--- src/rtl/riscvibe_pkg.sv ---
// Shared types and constants for the RISC-V data-memory path: the bus-adapter
// state encoding, the funct3 load/store width codes and request legality helpers.
package riscvibe_pkg;

  typedef enum logic [1:0] {
    DMEM_IDLE = 2'd0,
    DMEM_REQ  = 2'd1,
    DMEM_WAIT = 2'd2,
    DMEM_DONE = 2'd3
  } dmem_bus_state_t;

  localparam logic [2:0] MEM_W_B  = 3'b000;
  localparam logic [2:0] MEM_W_H  = 3'b001;
  localparam logic [2:0] MEM_W_W  = 3'b010;
  localparam logic [2:0] MEM_W_BU = 3'b100;
  localparam logic [2:0] MEM_W_HU = 3'b101;

  function automatic logic dmem_width_legal(input logic [2:0] width);
    logic legal;
    legal = 1'b0;
    case (width)
      MEM_W_B, MEM_W_H, MEM_W_W, MEM_W_BU, MEM_W_HU: legal = 1'b1;
      default:                                       legal = 1'b0;
    endcase
    return legal;
  endfunction

  // Only the natural-alignment rule matters here; illegal widths are caught separately.
  function automatic logic dmem_addr_aligned(input logic [2:0] width, input logic [1:0] lsb);
    logic aligned;
    aligned = 1'b1;
    case (width)
      MEM_W_H, MEM_W_HU: aligned = (lsb[0] == 1'b0);
      MEM_W_W:           aligned = (lsb == 2'b00);
      default:           aligned = 1'b1;
    endcase
    return aligned;
  endfunction

endpackage

--- src/rtl/dmem_lane_align.sv ---
// Byte-lane steering for the data-memory bus: store strobes and data placement,
// and load data extraction with sign or zero extension.
module dmem_lane_align
  import riscvibe_pkg::*;
(
  input  logic [2:0]  width_i,
  input  logic [1:0]  offset_i,
  input  logic [31:0] st_data_i,
  input  logic [31:0] ld_word_i,
  output logic [3:0]  strb_o,
  output logic [31:0] st_data_o,
  output logic [31:0] ld_data_o
);

  logic [4:0]  shamt;
  logic [31:0] ld_shifted;

  assign shamt      = {offset_i, 3'b000};
  assign st_data_o  = st_data_i << shamt;
  assign ld_shifted = ld_word_i >> shamt;

  always_comb begin
    strb_o = 4'b0000;
    case (width_i)
      MEM_W_B, MEM_W_BU: strb_o = 4'b0001 << offset_i;
      MEM_W_H, MEM_W_HU: strb_o = offset_i[1] ? 4'b1100 : 4'b0011;
      MEM_W_W:           strb_o = 4'b1111;
      default:           strb_o = 4'b0000;
    endcase
  end

  always_comb begin
    ld_data_o = 32'h0;
    case (width_i)
      MEM_W_B:  ld_data_o = {{24{ld_shifted[7]}}, ld_shifted[7:0]};
      MEM_W_H:  ld_data_o = {{16{ld_shifted[15]}}, ld_shifted[15:0]};
      MEM_W_W:  ld_data_o = ld_shifted;
      MEM_W_BU: ld_data_o = {24'h0, ld_shifted[7:0]};
      MEM_W_HU: ld_data_o = {16'h0, ld_shifted[15:0]};
      default:  ld_data_o = 32'h0;
    endcase
  end

endmodule

--- src/rtl/dmem_bus_adapter.sv ---
// Data-memory bus adapter: turns MEM-stage loads/stores into single word-aligned
// bus transactions, stalls the pipeline meanwhile and bounds each access with a timeout.
module dmem_bus_adapter
  import riscvibe_pkg::*;
#(
  parameter int unsigned TIMEOUT_CYCLES = 256
) (
  input  logic        clk,
  input  logic        rst_n,
  input  logic        cpu_req_valid,
  input  logic        cpu_req_write,
  input  logic [2:0]  cpu_req_width,
  input  logic [31:0] cpu_req_addr,
  input  logic [31:0] cpu_req_wdata,
  output logic        cpu_stall,
  output logic        cpu_rsp_valid,
  output logic [31:0] cpu_rsp_rdata,
  output logic        cpu_rsp_err,
  output logic        bus_req_valid,
  input  logic        bus_req_ready,
  output logic        bus_req_write,
  output logic [31:0] bus_req_addr,
  output logic [31:0] bus_req_wdata,
  output logic [3:0]  bus_req_strb,
  input  logic        bus_rsp_valid,
  input  logic [31:0] bus_rsp_rdata,
  input  logic        bus_rsp_err
);

  localparam int unsigned CNT_W = (TIMEOUT_CYCLES > 2) ? $clog2(TIMEOUT_CYCLES) : 1;
  localparam logic [CNT_W-1:0] CNT_LAST = CNT_W'(TIMEOUT_CYCLES - 1);

  dmem_bus_state_t  state_q;
  logic [CNT_W-1:0] cnt_q;
  logic             write_q;
  logic [2:0]       width_q;
  logic [31:0]      addr_q;
  logic [31:0]      wdata_q;
  logic             bus_req_valid_q;
  logic             rsp_valid_q;
  logic             rsp_err_q;
  logic [31:0]      rsp_rdata_q;

  logic             req_legal;
  logic             timeout_hit;
  logic [31:0]      ld_data;
  logic [31:0]      rsp_rdata_d;

  assign req_legal   = dmem_width_legal(cpu_req_width) &&
                       dmem_addr_aligned(cpu_req_width, cpu_req_addr[1:0]);
  assign timeout_hit = (cnt_q == CNT_LAST);
  assign rsp_rdata_d = (bus_rsp_err || write_q) ? 32'h0 : ld_data;

  dmem_lane_align u_lane_align (
    .width_i   (width_q),
    .offset_i  (addr_q[1:0]),
    .st_data_i (wdata_q),
    .ld_word_i (bus_rsp_rdata),
    .strb_o    (bus_req_strb),
    .st_data_o (bus_req_wdata),
    .ld_data_o (ld_data)
  );

  // The request is latched on acceptance so the bus fields stay stable while the CPU side moves on.
  always_ff @(posedge clk) begin
    if (!rst_n) begin
      state_q         <= DMEM_IDLE;
      cnt_q           <= '0;
      write_q         <= 1'b0;
      width_q         <= MEM_W_B;
      addr_q          <= 32'h0;
      wdata_q         <= 32'h0;
      bus_req_valid_q <= 1'b0;
      rsp_valid_q     <= 1'b0;
      rsp_err_q       <= 1'b0;
      rsp_rdata_q     <= 32'h0;
    end else begin
      case (state_q)
        DMEM_IDLE: begin
          if (cpu_req_valid) begin
            write_q <= cpu_req_write;
            width_q <= cpu_req_width;
            addr_q  <= cpu_req_addr;
            wdata_q <= cpu_req_wdata;
            cnt_q   <= '0;
            if (req_legal) begin
              state_q         <= DMEM_REQ;
              bus_req_valid_q <= 1'b1;
            end else begin
              state_q     <= DMEM_DONE;
              rsp_valid_q <= 1'b1;
              rsp_err_q   <= 1'b1;
              rsp_rdata_q <= 32'h0;
            end
          end
        end
        DMEM_REQ: begin
          cnt_q <= cnt_q + 1'b1;
          if (timeout_hit) begin
            state_q         <= DMEM_DONE;
            bus_req_valid_q <= 1'b0;
            rsp_valid_q     <= 1'b1;
            rsp_err_q       <= 1'b1;
            rsp_rdata_q     <= 32'h0;
          end else if (bus_req_ready) begin
            state_q         <= DMEM_WAIT;
            bus_req_valid_q <= 1'b0;
          end
        end
        DMEM_WAIT: begin
          cnt_q <= cnt_q + 1'b1;
          // A response arriving on the timeout cycle still counts as a real completion.
          if (bus_rsp_valid) begin
            state_q     <= DMEM_DONE;
            rsp_valid_q <= 1'b1;
            rsp_err_q   <= bus_rsp_err;
            rsp_rdata_q <= rsp_rdata_d;
          end else if (timeout_hit) begin
            state_q     <= DMEM_DONE;
            rsp_valid_q <= 1'b1;
            rsp_err_q   <= 1'b1;
            rsp_rdata_q <= 32'h0;
          end
        end
        DMEM_DONE: begin
          state_q     <= DMEM_IDLE;
          rsp_valid_q <= 1'b0;
          rsp_err_q   <= 1'b0;
          rsp_rdata_q <= 32'h0;
        end
        default: begin
          state_q         <= DMEM_IDLE;
          bus_req_valid_q <= 1'b0;
          rsp_valid_q     <= 1'b0;
        end
      endcase
    end
  end

  assign cpu_stall     = (state_q == DMEM_REQ) || (state_q == DMEM_WAIT) ||
                         ((state_q == DMEM_IDLE) && cpu_req_valid);
  assign cpu_rsp_valid = rsp_valid_q;
  assign cpu_rsp_err   = rsp_err_q;
  assign cpu_rsp_rdata = rsp_rdata_q;
  assign bus_req_valid = bus_req_valid_q;
  assign bus_req_write = write_q;
  assign bus_req_addr  = {addr_q[31:2], 2'b00};

endmodule

--- config.mk ---
export PLATFORM = sky130hd
export DESIGN_NAME = dmem_bus_adapter
export DESIGN_NICKNAME = d
export VERILOG_FILES = /design/src/rtl/riscvibe_pkg.sv /design/src/rtl/dmem_lane_align.sv /design/src/rtl/dmem_bus_adapter.sv
export SDC_FILE = /design/constraint.sdc
export NUM_CORES = 1
export LEC_CHECK = 0
export BUFFER_PORTS_ARGS = -buffer_cell sky130_fd_sc_hd__buf_2
export CORE_MARGIN = 4
export CORE_UTILIZATION = 48
export DETAILED_ROUTE_END_ITERATION = 10
export PLACE_DENSITY = 0.78
export SYNTH_ARGS = -nofsm -noshare
export SYNTH_HDL_FRONTEND = slang
export SYNTH_SLANG_ARGS = --single-unit
--- constraint.sdc ---
create_clock -name clk -period 2.2 [get_ports clk]
set_input_delay 0.22 -clock clk [delete_from_list [all_inputs] [get_ports clk]]
set_output_delay 0.22 -clock clk [all_outputs]
set_load 0.02 [all_outputs]
# ---- Word-level counts from Yosys, hierarchy flattened
# Cells that the tools add are included.
# W data, S select, Z words.
dict set report totals {
  latch_bits 0
  mem_bits_ro 0
  regBits 113
  mem_bits_rw 0
  word_cells 86
  output_inout_bits 105
  n_memories 0
  inputBits 106
}
dict set report op_classes {
  add_sub_neg 1
  n_lt_le_gt_ge 0
  mux 33
  n_div 0
  n_mul 0
  shifts 3
  bitwise_logic 1
  n_reduce_logical 21
  eq_ne 17
}
# op count
set ops {}
lappend ops {{$mux W32} 5}
lappend ops {{$pmux W32 S5} 1}
lappend ops {{$pmux W32 S4} 1}
lappend ops {{$shl A32 B5 Y32} 1}
lappend ops {{$shr A32 B5 Y32} 1}
lappend ops {{$pmux W8 S2} 1}
lappend ops {{$eq A3 B3 Y1 const B} 4}
lappend ops {{$mux W2} 6}
lappend ops {{$pmux W4 S3} 1}
lappend ops {{$mux W1} 11}
lappend ops {{$add A8 B1 Y8 const B} 1}
lappend ops {{$eq A8 B8 Y1 const B} 1}
lappend ops {{$mux W8} 1}
lappend ops {{$pmux W1 S4} 2}
lappend ops {{$pmux W2 S4} 1}
lappend ops {{$reduce_or A2 Y1} 4}
lappend ops {{$eq A3 B1 Y1 const B} 2}
lappend ops {{$eq A3 B2 Y1 const B} 2}
lappend ops {{$logic_not A3 Y1} 2}
lappend ops {{$ne A2 B2 Y1 const B} 3}
lappend ops {{$ne A3 B3 Y1 const B} 2}
lappend ops {{$reduce_and A2 Y1} 3}
lappend ops {{$reduce_or A5 Y1} 1}
lappend ops {{$eq A2 B2 Y1 const B} 2}
lappend ops {{11 further kinds} 17}

# ---- Depth between registers and ports, before layout
dict set report depth {
  word_depth 7
  depth_mapped 9
}

# ---- Cells and area by module
# A second synthesis with hierarchy kept.
dict set report hier_totals {
  hier_cells 778
  hier_area_um2 6254.7
}
# module area_per_inst_um2 instances cells_each
set by_module_without_submodules {}
lappend by_module_without_submodules {dmem_bus_adapter 4899.7 1 576}
lappend by_module_without_submodules {dmem_lane_align 1355.0 1 202}

# ---- Least setup slack after synthesis
# OpenSTA, ideal clock, no wires.
dict set report synth_path {
  path_kind {register to register}
  start {register state_q[0]}
  end {register rsp_rdata_q[6], in the netlist cpu_rsp_rdata[6]}
  period_less_slack_ns 1.837
  slack_ns 0.363
  required_ns 2.140
  stages_incl_launch_ff 9
  arrival_time_ns 1.777
  path_buffers 2
  path_cell_list {dfxtp_1 -> inv_1 -> ha_1 -> buf_2 -> nand4bb_1 -> a311o_2 -> a21oi_4 -> buf_6 -> a32o_1}
}
dict set report synth_via {
  elab_chain_len 3
  word_cells_on_any_way 8
  cone_classes {5 x eq/ne; 1 x mux; 2 x reduce/logical}
}
# item line_no
set synth_rtl {}
lappend synth_rtl {{start: declaration} dmem_bus_adapter.sv:33} ;# dmem_bus_state_t state_q;
lappend synth_rtl {{start signal: assignment} dmem_bus_adapter.sv:67} ;# state_q <= DMEM_IDLE;
lappend synth_rtl {{start signal: assignment} dmem_bus_adapter.sv:87} ;# state_q <= DMEM_REQ;
lappend synth_rtl {{start signal: assignment} dmem_bus_adapter.sv:90} ;# state_q <= DMEM_DONE;
lappend synth_rtl {{$logic_not A2 Y1} dmem_bus_adapter.sv:78} ;# case (state_q)
lappend synth_rtl {{$ne A2 B2 Y1 (no line)} --}
lappend synth_rtl {{$reduce_and A2 Y1 (no line)} --}
lappend synth_rtl {{end signal: assignment} dmem_bus_adapter.sv:117} ;# rsp_rdata_q <= rsp_rdata_d;
lappend synth_rtl {{end: declaration} dmem_bus_adapter.sv:42} ;# logic [31:0] rsp_rdata_q;
# Several ways; a longest one is shown, not always the timed one.
# A chain may end at the register's enable or synchronous reset.

# ---- Worst setup path in the final report
dict set report layout_path {
  start {register addr_q[0]}
  end {output bus_req_wdata[20]}
}
dict set report layout_via {
  elab_chain_len 1
}
# item line_no
set layout_rtl {}
lappend layout_rtl {{start: declaration} dmem_bus_adapter.sv:37} ;# logic [31:0] addr_q;
lappend layout_rtl {{start signal: assignment} dmem_bus_adapter.sv:83} ;# addr_q <= cpu_req_addr;
lappend layout_rtl {{$shl A32 B5 Y32} dmem_lane_align.sv:19} ;# assign st_data_o = st_data_i << shamt;
lappend layout_rtl {{end: declaration} dmem_bus_adapter.sv:23} ;# output logic [31:0] bus_req_wdata,
# Every way passes these cells.

==> results.sh <==
export IMPL_grt_pass1_wl_um=25300
export IMPL_cellPowerDensity_nw_per_um2=1180
export IMPL_finClkSkew_ns=0.0110
export IMPL_clock_fmax_mhz=487
export IMPL_fp_dieH_um=116
export IMPL_cp_num_cells=6
export IMPL_yosysUniqueCellTypes=56
export IMPL_ys_seq_area_frac=0.401
export IMPL_nNetsFinal=961
export IMPL_dp_hpwl_um=11300
export IMPL_worst_ep_arrival_time_ns=1.84
export IMPL_grt_use_total=0.235
export IMPL_synthTopCellsByArea="dfxtp_1 40%, nand2_1 11%, a21oi_1 8.1%, mux2i_1 7.5%, buf_4 4.7%"
export IMPL_r2r_end="cpu_rsp_rdata[3]"
export IMPL_synth_area_per_cell_um2=8.17
export IMPL_vias_per_cell=5.45
export IMPL_port_buffers=208
export IMPL_dr_pass1_iters=5
export IMPL_synth_area_um2=5640
export IMPL_hold_class="in2reg"
export IMPL_hold_worst_slack_ns=0.0357
export IMPL_synth_edf_count=0
export IMPL_totalWireLength_um=16300
export IMPL_slowest_delay_ns=0.39
export IMPL_ys_flop_type="dfxtp_1"
export IMPL_cts_sinks=113
export IMPL_core_area_um2=11500
export IMPL_tightest_slew_ns=0.644
export IMPL_fin_crit_sh=0.934
export IMPL_synthTopCellsByCount="171 x nand2_1, 113 x dfxtp_1, 91 x a21oi_1"
export IMPL_yosysWarningCount=0
export IMPL_endpoint_kind="output pin"
export IMPL_cpMaxStageDelayCell="dfxtp_2"
export IMPL_syn_inst=691
export IMPL_regArea_um2=2260
export IMPL_fin_crit_ns=2.06
export IMPL_totalPowerFinal_w=0.00849
export IMPL_grt_max_degree=76
export IMPL_antenna_found_initial=2
export IMPL_nFillCells=1008
export IMPL_vias=5496
export IMPL_status="finished clean"
export IMPL_synthArstFlopShare=0
export IMPL_rsz0062_at_grt="no"
export IMPL_critPathTopFamily="buffers and inverters"
export IMPL_critPathBufInv=3
export IMPL_insertion_delay_ns=0.42
export IMPL_power_leakage_nw=3.21
export IMPL_drc=0
export IMPL_startpoint_type="register"
export IMPL_setup_worst_path_class="reg2out"
export IMPL_path_clk_slew_ns=0.05
export IMPL_hold_violations=0
export IMPL_hold_buffers=0
export IMPL_die_w_um=116
export IMPL_die_area_um2=13600
export IMPL_setup_slack_ns=0.145
export IMPL_cp_data_required_time_ns=1.98
export IMPL_path_cells="buf_12 > nor2b_1 > buf_4 > nand2_1 > o21ai_0 > buf_2"
export IMPL_ant_nets=0
export IMPL_slew_violations=0
export IMPL_root_buffer="clkbuf_16"
export IMPL_pre_cts_ws_ns=0.159
export IMPL_io_pins=211
export IMPL_numCtsBuffers=17
export IMPL_drt_initial_drc_count=430
export IMPL_synth_top_area_frac=0.401
export IMPL_finalSetupViolCount=0
export IMPL_area_growth_pct=28.0
export IMPL_gr_total_overflow=0
export IMPL_num_rows=39
export IMPL_endpoint="bus_req_wdata[20]"
export IMPL_start_util=0.492
export IMPL_clock_path_buffers=2
export IMPL_tns_ns=0
export IMPL_cts_tree="built"
export IMPL_synth_top_cell_by_area="dfxtp_1"
export IMPL_drt_wirelength_per_cell_um=16.1
export IMPL_cp_startpoint="addr_q[0]"
export IMPL_r2r_cells=7
export IMPL_gp_congestion=0.876
export IMPL_crit_fanout=31
export IMPL_htreeDepth=4
export IMPL_yosysMostFrequentCell="nand2_1"
export IMPL_worstReg2RegStart="state_q[1]"
export IMPL_multi_input_area_um2=2880
export IMPL_ys_ff_latch=113
export IMPL_ir_drop_v=0.000727
export IMPL_max_slew_margin=0.570
export IMPL_drive_gt1_frac=0.317
export IMPL_reg2reg_slack_ns=0.20
export IMPL_cap_viol_max_count=0
export IMPL_grt_pass1_vias=5170
-- kinds of logic after synthesis --
| family | synth area share |
|---|---|
| AO/OA/AOI/OAI | 0.222 |
| XOR/XNOR | 0.00621 |
| adder cells (fa/ha/maj) | 0.00887 |
| buffers and inverters | 0.0911 |
| flip-flops | 0.401 |
| multiplexers | 0.0845 |
| other | 0.000665 |
| AND/OR/NAND/NOR | 0.185 |
-- registers in the layout (all words and copies together), names as in the netlist, 2 cells and up --
name	count
state_q	2
cnt_q	8
wdata_q	32
width_q	3
addr_q	32
cpu_rsp_rdata	32
-- cell type report --
type                    count  area share
clock inverters            10      0.0215
repair buffers            223       0.170
multi-input cells         489       0.399
flip-flops and latches    113       0.314
well taps                 143      0.0248
clock buffers              22      0.0671
diodes                      1    0.000347
inverters                   7     0.00381
-- where the power goes --
part / switching [W] / leakage (nW) / internal [W] / total (W)
Combinational: 0.00193 / 1.97 / 0.00108 / 0.00300
Sequential: 0.000208 / 0.922 / 0.00234 / 0.00255
Clock: 0.000938 / 0.312 / 0.00200 / 0.00294
Total: 0.00307 / 3.21 / 0.00542 / 0.00849
-- cell usage in the layout, fill, tap and decap left out, types with 5 or more instances in the layout --
cell / synthesis / final
o2bb2ai_1: 15 / 15
nand2_1: 171 / 170
buf_2: 18 / 208
o22ai_1: 10 / 10
mux2i_1: 42 / 42
clkbuf_16: 0 / 18
a22o_1: 18 / 18
and2_1: 9 / 8
a21oi_1: 91 / 90
buf_4: 35 / 9
nand3_1: 10 / 10
a211oi_1: 9 / 9
o21ai_0: 21 / 21
a32o_1: 7 / 7
nor2_1: 19 / 18
clkinv_2: 0 / 5
dfxtp_1: 113 / 111
nor2b_1: 13 / 13
inv_1: 6 / 5
-- worst register-to-register path, cell delays in order (launching register included) --
cell	delay, ns
dfxtp_1	0.35
inv_1	0.09
ha_2	0.34
nand4bb_1	0.09
a311o_2	0.42
a21oi_4	0.13
buf_4	0.29
a32o_1	0.22
-- through the flow --
stage	util	std cells	cell area, um^2
finish	0.630	1008	7220
global route	0.630	1008	7220
global placement	0.571	974	6540
detailed placement	0.571	974	6540
floorplan	-	692	5650
CTS	0.627	1006	7190
-- worst min path at each step --
stage | startpoint | to | cells past startpoint
CTS | cpu_req_addr[29] | addr_q[29] | 3
floorplan | rst_n | cpu_rsp_valid | 2
global route | cpu_req_wdata[14] | wdata_q[14] | 3
finish | cpu_req_addr[12] | addr_q[12] | 3
global placement | wdata_q[24] | wdata_q[24] | 2
detailed placement | addr_q[9] | addr_q[9] | 2
-- repair_timing --
item                       4_1_cts  5_1_grt
gates resized for setup          2        2
cloned                           0        1
buffers inserted                 0        0
setup endpoints to repair        4       10
-- routing by layer --
layer | track usage | wire (um)
met4 | 0.0951 | 343
met3 | 0.0813 | 1510
met1 | 0.289 | 6720
met5 | 0 | 8
met2 | 0.377 | 7680
No activity file was read; power rests on OpenSTA's default activity.
